==> config.mk <==
export PLATFORM = sky130hd
export DESIGN_NAME = fetch_pc_ctrl
export DESIGN_NICKNAME = d
export VERILOG_FILES = /design/src/rtl/fetch_pc_ctrl.sv
export SDC_FILE = /design/constraint.sdc
export NUM_CORES = 1
export LEC_CHECK = 0
export BUFFER_PORTS_ARGS = -buffer_cell sky130_fd_sc_hd__buf_2
export CAP_MARGIN = 0
export CORE_AREA = 2 2 137 139
export DETAILED_ROUTE_END_ITERATION = 8
export DIE_AREA = 0 0 139 141
export MAX_ROUTING_LAYER = met4
export PLACE_DENSITY = 0.68
export SLEW_MARGIN = 25
export SYNTH_ARGS = -nofsm -noshare
export SYNTH_HDL_FRONTEND = slang
export SYNTH_SLANG_ARGS = --single-unit
export TNS_END_PERCENT = 5
==> constraint.sdc <==
create_clock -name clk -period 3.4 [get_ports clk]
set_input_delay 0.34 -clock clk [delete_from_list [all_inputs] [get_ports clk]]
set_output_delay 0.34 -clock clk [all_outputs]
set_load 0.01 [all_outputs]
==> src/rtl/fetch_pc_ctrl.sv <==
// ----------------------------------------------------------------------------
// fetch_pc_ctrl
//   Fetch-stage program counter sequencer for the 5-stage pipeline. Owns the
//   PC register and selects the next PC each cycle: PC+4, the EX-resolved
//   branch target, hold (stall), or halt. On a taken branch it squashes the
//   IF/ID and ID/EX registers and opens a FLUSH_CYCLES-long fetch-invalid
//   window.
//
// Parameters:
//   RESET_PC     : PC value loaded on reset.
//   FLUSH_CYCLES : cycles fetch_valid stays low after a redirect (0..7).
//
// Ports:
//   clk            in   system clock, rising edge
//   reset          in   asynchronous active-low reset
//   stall          in   hazard-unit hold, PC frozen this cycle
//   br_taken       in   EX resolved a taken branch this cycle
//   br_pc[63:0]    in   PC of the branch instruction in EX
//   br_offset[63:0] in  signed byte offset (already shifted)
//   halt           in   HALT decoded in ID
//   pc[63:0]       out  current fetch address
//   fetch_valid    out  pc is a valid fetch this cycle
//   flush_if       out  squash IF/ID
//   flush_id       out  squash ID/EX
//   halted         out  controller is in HALT
//
// Optional feature (macro FETCH_PC_CTRL_PERF_EN):
//   redirect_count[31:0] out  accepted taken branches, saturating
//   stall_count[31:0]    out  RUN stall cycles, saturating
// ----------------------------------------------------------------------------
module fetch_pc_ctrl #(
    parameter logic [63:0] RESET_PC     = 64'h0,
    parameter int unsigned FLUSH_CYCLES = 1
) (
    input  logic        clk,
    input  logic        reset,
    input  logic        stall,
    input  logic        br_taken,
    input  logic [63:0] br_pc,
    input  logic [63:0] br_offset,
    input  logic        halt,
    output logic [63:0] pc,
    output logic        fetch_valid,
    output logic        flush_if,
    output logic        flush_id,
    output logic        halted
`ifdef FETCH_PC_CTRL_PERF_EN
    ,
    output logic [31:0] redirect_count,
    output logic [31:0] stall_count
`endif
);

    typedef enum logic [1:0] {
        ST_BOOT,
        ST_RUN,
        ST_FLUSH,
        ST_HALT
    } state_t;

    // Counter value loaded on a redirect; it counts down to 0 and RUN is
    // entered on the edge where it reads 0, giving FLUSH_CYCLES invalid cycles.
    localparam logic [2:0] CNT_INIT = (FLUSH_CYCLES > 0) ? 3'(FLUSH_CYCLES - 1) : 3'd0;

    state_t      r_state;
    state_t      w_state_nxt;
    logic [63:0] r_pc;
    logic [63:0] w_pc_nxt;
    logic [2:0]  r_cnt;
    logic [2:0]  w_cnt_nxt;
    logic [63:0] w_target;
    logic        w_active;
    logic        w_redirect;

    assign w_target   = (br_pc + br_offset) & ~64'h3;
    assign w_active   = (r_state == ST_RUN) || (r_state == ST_FLUSH);
    assign w_redirect = w_active && br_taken;
    assign pc         = r_pc;

    // State, PC and flush counter registers
    always_ff @(posedge clk or negedge reset) begin
        if (!reset) begin
            r_state <= ST_BOOT;
            r_pc    <= RESET_PC;
            r_cnt   <= '0;
        end else begin
            r_state <= w_state_nxt;
            r_pc    <= w_pc_nxt;
            r_cnt   <= w_cnt_nxt;
        end
    end

    // Next-state / next-PC selection and outputs
    always_comb begin
        w_state_nxt = r_state;
        w_pc_nxt    = r_pc;
        w_cnt_nxt   = r_cnt;
        fetch_valid = 1'b0;
        flush_if    = 1'b0;
        flush_id    = 1'b0;
        halted      = 1'b0;

        case (r_state)
            ST_BOOT: begin
                w_state_nxt = ST_RUN;
            end
            ST_RUN, ST_FLUSH: begin
                fetch_valid = (r_state == ST_RUN);
                if (br_taken) begin
                    flush_if = 1'b1;
                    flush_id = 1'b1;
                    w_pc_nxt = w_target;
                    if (FLUSH_CYCLES > 0) begin
                        w_state_nxt = ST_FLUSH;
                        w_cnt_nxt   = CNT_INIT;
                    end else begin
                        w_state_nxt = ST_RUN;
                    end
                end else if (halt) begin
                    w_state_nxt = ST_HALT;
                end else if (r_state == ST_FLUSH) begin
                    // stall is ignored while flushing; the window always drains
                    if (r_cnt == 3'd0) begin
                        w_state_nxt = ST_RUN;
                    end else begin
                        w_cnt_nxt = r_cnt - 3'd1;
                    end
                end else if (!stall) begin
                    w_pc_nxt = r_pc + 64'd4;
                end
            end
            ST_HALT: begin
                halted = 1'b1;
            end
            default: begin
                w_state_nxt = ST_BOOT;
            end
        endcase
    end

`ifdef FETCH_PC_CTRL_PERF_EN
    logic [31:0] r_redirect_cnt;
    logic [31:0] r_stall_cnt;
    logic        w_run_stall;

    assign w_run_stall = (r_state == ST_RUN) && stall && !br_taken && !halt;

    // Saturating performance counters
    always_ff @(posedge clk or negedge reset) begin
        if (!reset) begin
            r_redirect_cnt <= '0;
            r_stall_cnt    <= '0;
        end else begin
            if (w_redirect && (r_redirect_cnt != '1)) begin
                r_redirect_cnt <= r_redirect_cnt + 32'd1;
            end
            if (w_run_stall && (r_stall_cnt != '1)) begin
                r_stall_cnt <= r_stall_cnt + 32'd1;
            end
        end
    end

    assign redirect_count = r_redirect_cnt;
    assign stall_count    = r_stall_cnt;
`else
    logic w_unused;
    assign w_unused = w_redirect;
`endif

endmodule

Word-level counts from Yosys, hierarchy flattened
Index checks and enable logic that the tools add are counted.
Word-level totals
  register bits after elaboration: 69
  input port bits: 133
  output and inout port bits: 68
  logic and storage cells: 40
Cells by class
  add/subtract/negate cells: 3
  equality and inequality tests: 9
  mux-type cells: 17
  reduce and logical (&&, ||, !) cells: 8
Operators by type and width (count)
  $mux W64: 4
  $add A64 B3 Y64 const B: 1
  $add A64 B64 Y64: 1
  $mux W3: 4
  $mux W2: 4
  $ne A4 B4 Y1 const B: 2
  $reduce_and A4 Y1: 2
  $ne A2 B2 Y1 const B: 3
  $eq A2 B2 Y1 const B: 2
  $mux W1: 4
  $pmux W2 S2: 1
  $reduce_bool A2 Y1: 2
  $logic_not A3 Y1: 1
  $reduce_and A3 Y1: 1
  $sub A3 B1 Y3 const B: 1
  $eq A2 B1 Y1 const B: 1
  $logic_not A2 Y1: 1
  $ne A2 B1 Y1 const B: 1
  $reduce_or A2 Y1: 1

Longest topological paths before layout
  depth in word-level cells: 6
  gate-level depth with buffers: 12
  mapped depth without buffers: 11

Least setup slack after synthesis
No wires, ideal clock.
  kind: input -> register
  start point: input port br_pc[31]
  end point: register r_pc[58], in the netlist pc[58]
  setup time: 132 ps
  arrival time: 2674 ps
  required time: 3268 ps
  setup slack: 595 ps
  stages: 12
  path buffers: 1
  cell sequence: ha_1 buf_2 a21o_1 a21o_1 a2111oi_0 o41ai_1 a211oi_2 o21ai_0 a31o_2 a211oi_2 mux2i_1 o21ai_1
On the way
  word-level cells in the longest chain between the ends: 2
RTL lines
  from (decl): line 39  | input logic [63:0] br_pc,
  $add A64 B64 Y64: line 75  | assign w_target = (br_pc + br_offset) & ~64'h3;
  $mux W64: line 109  | if (br_taken) begin
  to (signal assigned): line 88  | r_pc <= w_pc_nxt;
  to (decl): line 67  | logic [63:0] r_pc;
No other way between the ends.
A chain may end at the register's enable or synchronous reset.

Worst setup path in the final report
  start point: input port br_pc[12]
  end point: register r_pc[59], in the netlist pc[59]
The elaborated chain is that of the path after synthesis.

==> run_results.csv <==
group,metric,value,unit
clocking,cts_buffers,9,
detailed_routing,drc_errors,0,
clocking,cts_root_buf,"clkbuf_16",
synthesis,yosys.area.top_type,"dfrtp_1",
synthesis,synth_edf_count,0,
pwr,ir_drop,305.0,uV
outcome,status,"finished, final reports clean",
synthesis,avgSynthCellArea,7.517,um^2
synthesis,synth_area_leaders,"dfrtp_1 21%, ha_1 11%, a21oi_1 7.4%",
cells_and_area,design_area,0.009433,mm^2
timing,finalCriticalPeriod,3.226,ns
worst_hold_path,hold_path_class,"in -> async",
worst_setup_path,ff2ff_setup_slack,0.39,ns
clocking,clock_latency,0.34,ns
timing,hold_viol,0,
die,core_region_area,0.01827,mm^2
cells_and_area,diodes,0,
clocking,clkSinkCount,67,
worst_setup_path,slowest_stage,"a2111oi_0",
clocking,cts_tree,"yes",
worst_setup_path,r2r_end,"pc[58]",
cells_and_area,final_cells,1464,
synthesis,ys_warn_count,0,
pwr,fin_total_pwr,5.476,mW
global_route,grt-ovfl-total,0,
timing,finalClockSkew,0.007136,ns
worst_setup_path,r2r_start,"pc[16]",
worst_setup_path,cp_cell_sequence,"buf_2, ha_1, nand3_1, a2111oi_0, o21ai_0, a211oi_1, buf_4, o2111a_2, nor3b_2, o41ai_4, a21boi_1, xor2_1, o21ai_1",
pwr,leakage,4.341,nW
worst_setup_path,slowest_delay,0.56,ns
cells_and_area,drive_gt1_share,22.44,%
pwr,power.density,580.6,mW/mm^2
die,die_area,0.01960,mm^2
timing,hold_slack,0.02661,ns
global_route,track_usage,25.96,%
clocking,cts_resized,0,
timing,slew_violations,0,
cells_and_area,final_util,51.64,%
synthesis,netlist_area,0.007863,mm^2
timing,slew_headroom,50.75,%
clocking,clockBufferDepth,2,
die,initial_core_util,43.04,%
worst_setup_path,cp_max_fo,7,
placed_design,io_buffers,198,
global_route,antenna_found_initial,0,
placed_design,place_area,0.009138,mm^2
global_route,grt_max_degree,48,
die,die_h,141,um
detailed_routing,vias_per_cell,6.005,
synthesis,yosysUniqueCellTypes,76,
synthesis,synth_common_cells,"117 x a21oi_1, 90 x nor2_1, 90 x o21ai_0",
die,die_w,139,um
placed_design,dp_cells,1448,
cells_and_area,nNetsFinal,1428,
placed_design,hpwl,19.60,mm
cells_and_area,syn_to_final_growth,19.97,%
synthesis,synth_seq_area_share,21.32,%
synthesis,ys_ff_latch,67,
synthesis,synth.most_common_cell,"a21oi_1",
detailed_routing,wirelength,25.26,mm
clocking,cts_setup_buffers,0,
detailed_routing,drt_iter0_drc,663,
synthesis,synthArstFlopShare,100.0,%
timing,period_share,94.89,%
worst_setup_path,rr_worst_depth,9,
worst_setup_path,crit_type,"in -> reg",
detailed_routing,drt_pass1_iterations,7,
synthesis,netlist_instances,1046,
worst_setup_path,crit_arrival,3.48,ns
job,max-cap-violations,0,
placed_design,gp_congestion,0.9351,
clocking,ctsHoldBuffers,0,
clocking,h-tree-depth,3,
detailed_routing,wl_per_cell,17.25,um
detailed_routing,vias,8791,
timing,fmax,309.9,MHz
clocking,clkTransAtPathRegs,0.06,ns
worst_setup_path,cp-start-kind,"input pin",
worst_setup_path,cp_data_required_time,3.66,ns
worst_setup_path,end_kind,"flop",
die,num_rows,50,
global_route,grt_pass1_vias,7919,
detailed_routing,antenna_left,0,
timing,finalSetupViolations,0,
synthesis,synth-main-ff-cell,"dfrtp_1",
timing,rsz0062_at_grt,"false",
global_route,grt_first_pass_wirelength,40.92,mm
synthesis,yosys.area.top_type_share,21.32,%
timing,worst_pin_slew,0.7387,ns
die,io_pins,201,
where the power goes:
group	internal, mW	switching (mW)
Sequential	1.17	0.515
Clock	0.584	0.362
Combinational	1.13	1.71
metrics by stage:
step,worst slack (ns),setup TNS [ns]
2_1_floorplan,0.5946,0
3_3_place_gp,-0.01883,-0.04236
3_5_place_dp,-0.03756,-0.05680
4_1_cts,0.2750,0
5_1_grt,0.02275,0
6_report,0.1736,0
layout by cell type, fill, tap and decap left out, types with 29 or more instances in the layout:
master	netlist	layout
buf_2	11	197
a21oi_1	117	117
o21ai_0	90	90
nor2_1	90	89
nand2_1	78	78
ha_1	70	70
dfrtp_1	67	67
nand3_1	42	42
a21o_1	41	41
buf_4	5	37
xnor2_1	33	33
nor3_1	29	29
final cells by class:
type | instances | area, um^2
inverters | 25 | 93.84
repair buffers | 234 | 1264
well taps | 234 | 292.8
multi-input cells | 888 | 5811
clock inverters | 5 | 52.55
flip-flops and latches | 67 | 1677
clock buffers | 11 | 242.7
fillers | 1856 | 8835
flip-flops by register name, indices dropped and copies added, names as in the netlist:
name,flops
r_state,2
r_cnt,3
pc,62
worst max path at each step:
stage / start / to / slack (ns) / cells past startpoint
finish: br_pc[12] / pc[59] / 0.17 / 13
global route: br_pc[12] / pc[59] / 0.02 / 13
CTS: br_pc[13] / pc[59] / 0.27 / 13
detailed placement: br_pc[12] / pc[59] / -0.04 / 13
global placement: br_pc[12] / pc[59] / -0.02 / 13
floorplan: br_pc[31] / pc[58] / 0.59 / 12
critical path, delay by kind of cell:
family | cells | cell delay, ns
AOI/OAI and AO/OA | 7 | 2.05
adders and majority gates | 1 | 0.40
buffers and inverters | 2 | 0.27
and+or+nand+nor | 2 | 0.26
xor gates and xnor gates | 1 | 0.16
cells by family after synthesis:
kind of cell             share of synthesized area, %
multiplexers                                   0.5093
AO/OA/AOI/OAI                                   32.59
XOR/XNOR                                        6.238
AND/OR/NAND/NOR                                 23.30
flip-flops                                      21.32
buffers and inverters                           4.854
other                                         0.04769
adder cells (fa/ha/maj)                         11.14
per-layer routing:
layer	GRT usage, %	vias to the layer above	part of all wire [%]
met4	6.273	0	1.7
li1	-	4301	-
met3	3.295	29	6.7
met5	-	-	0
met1	35.78	4130	46
met2	40.81	331	46
No activity file was read; power rests on OpenSTA's default activity.
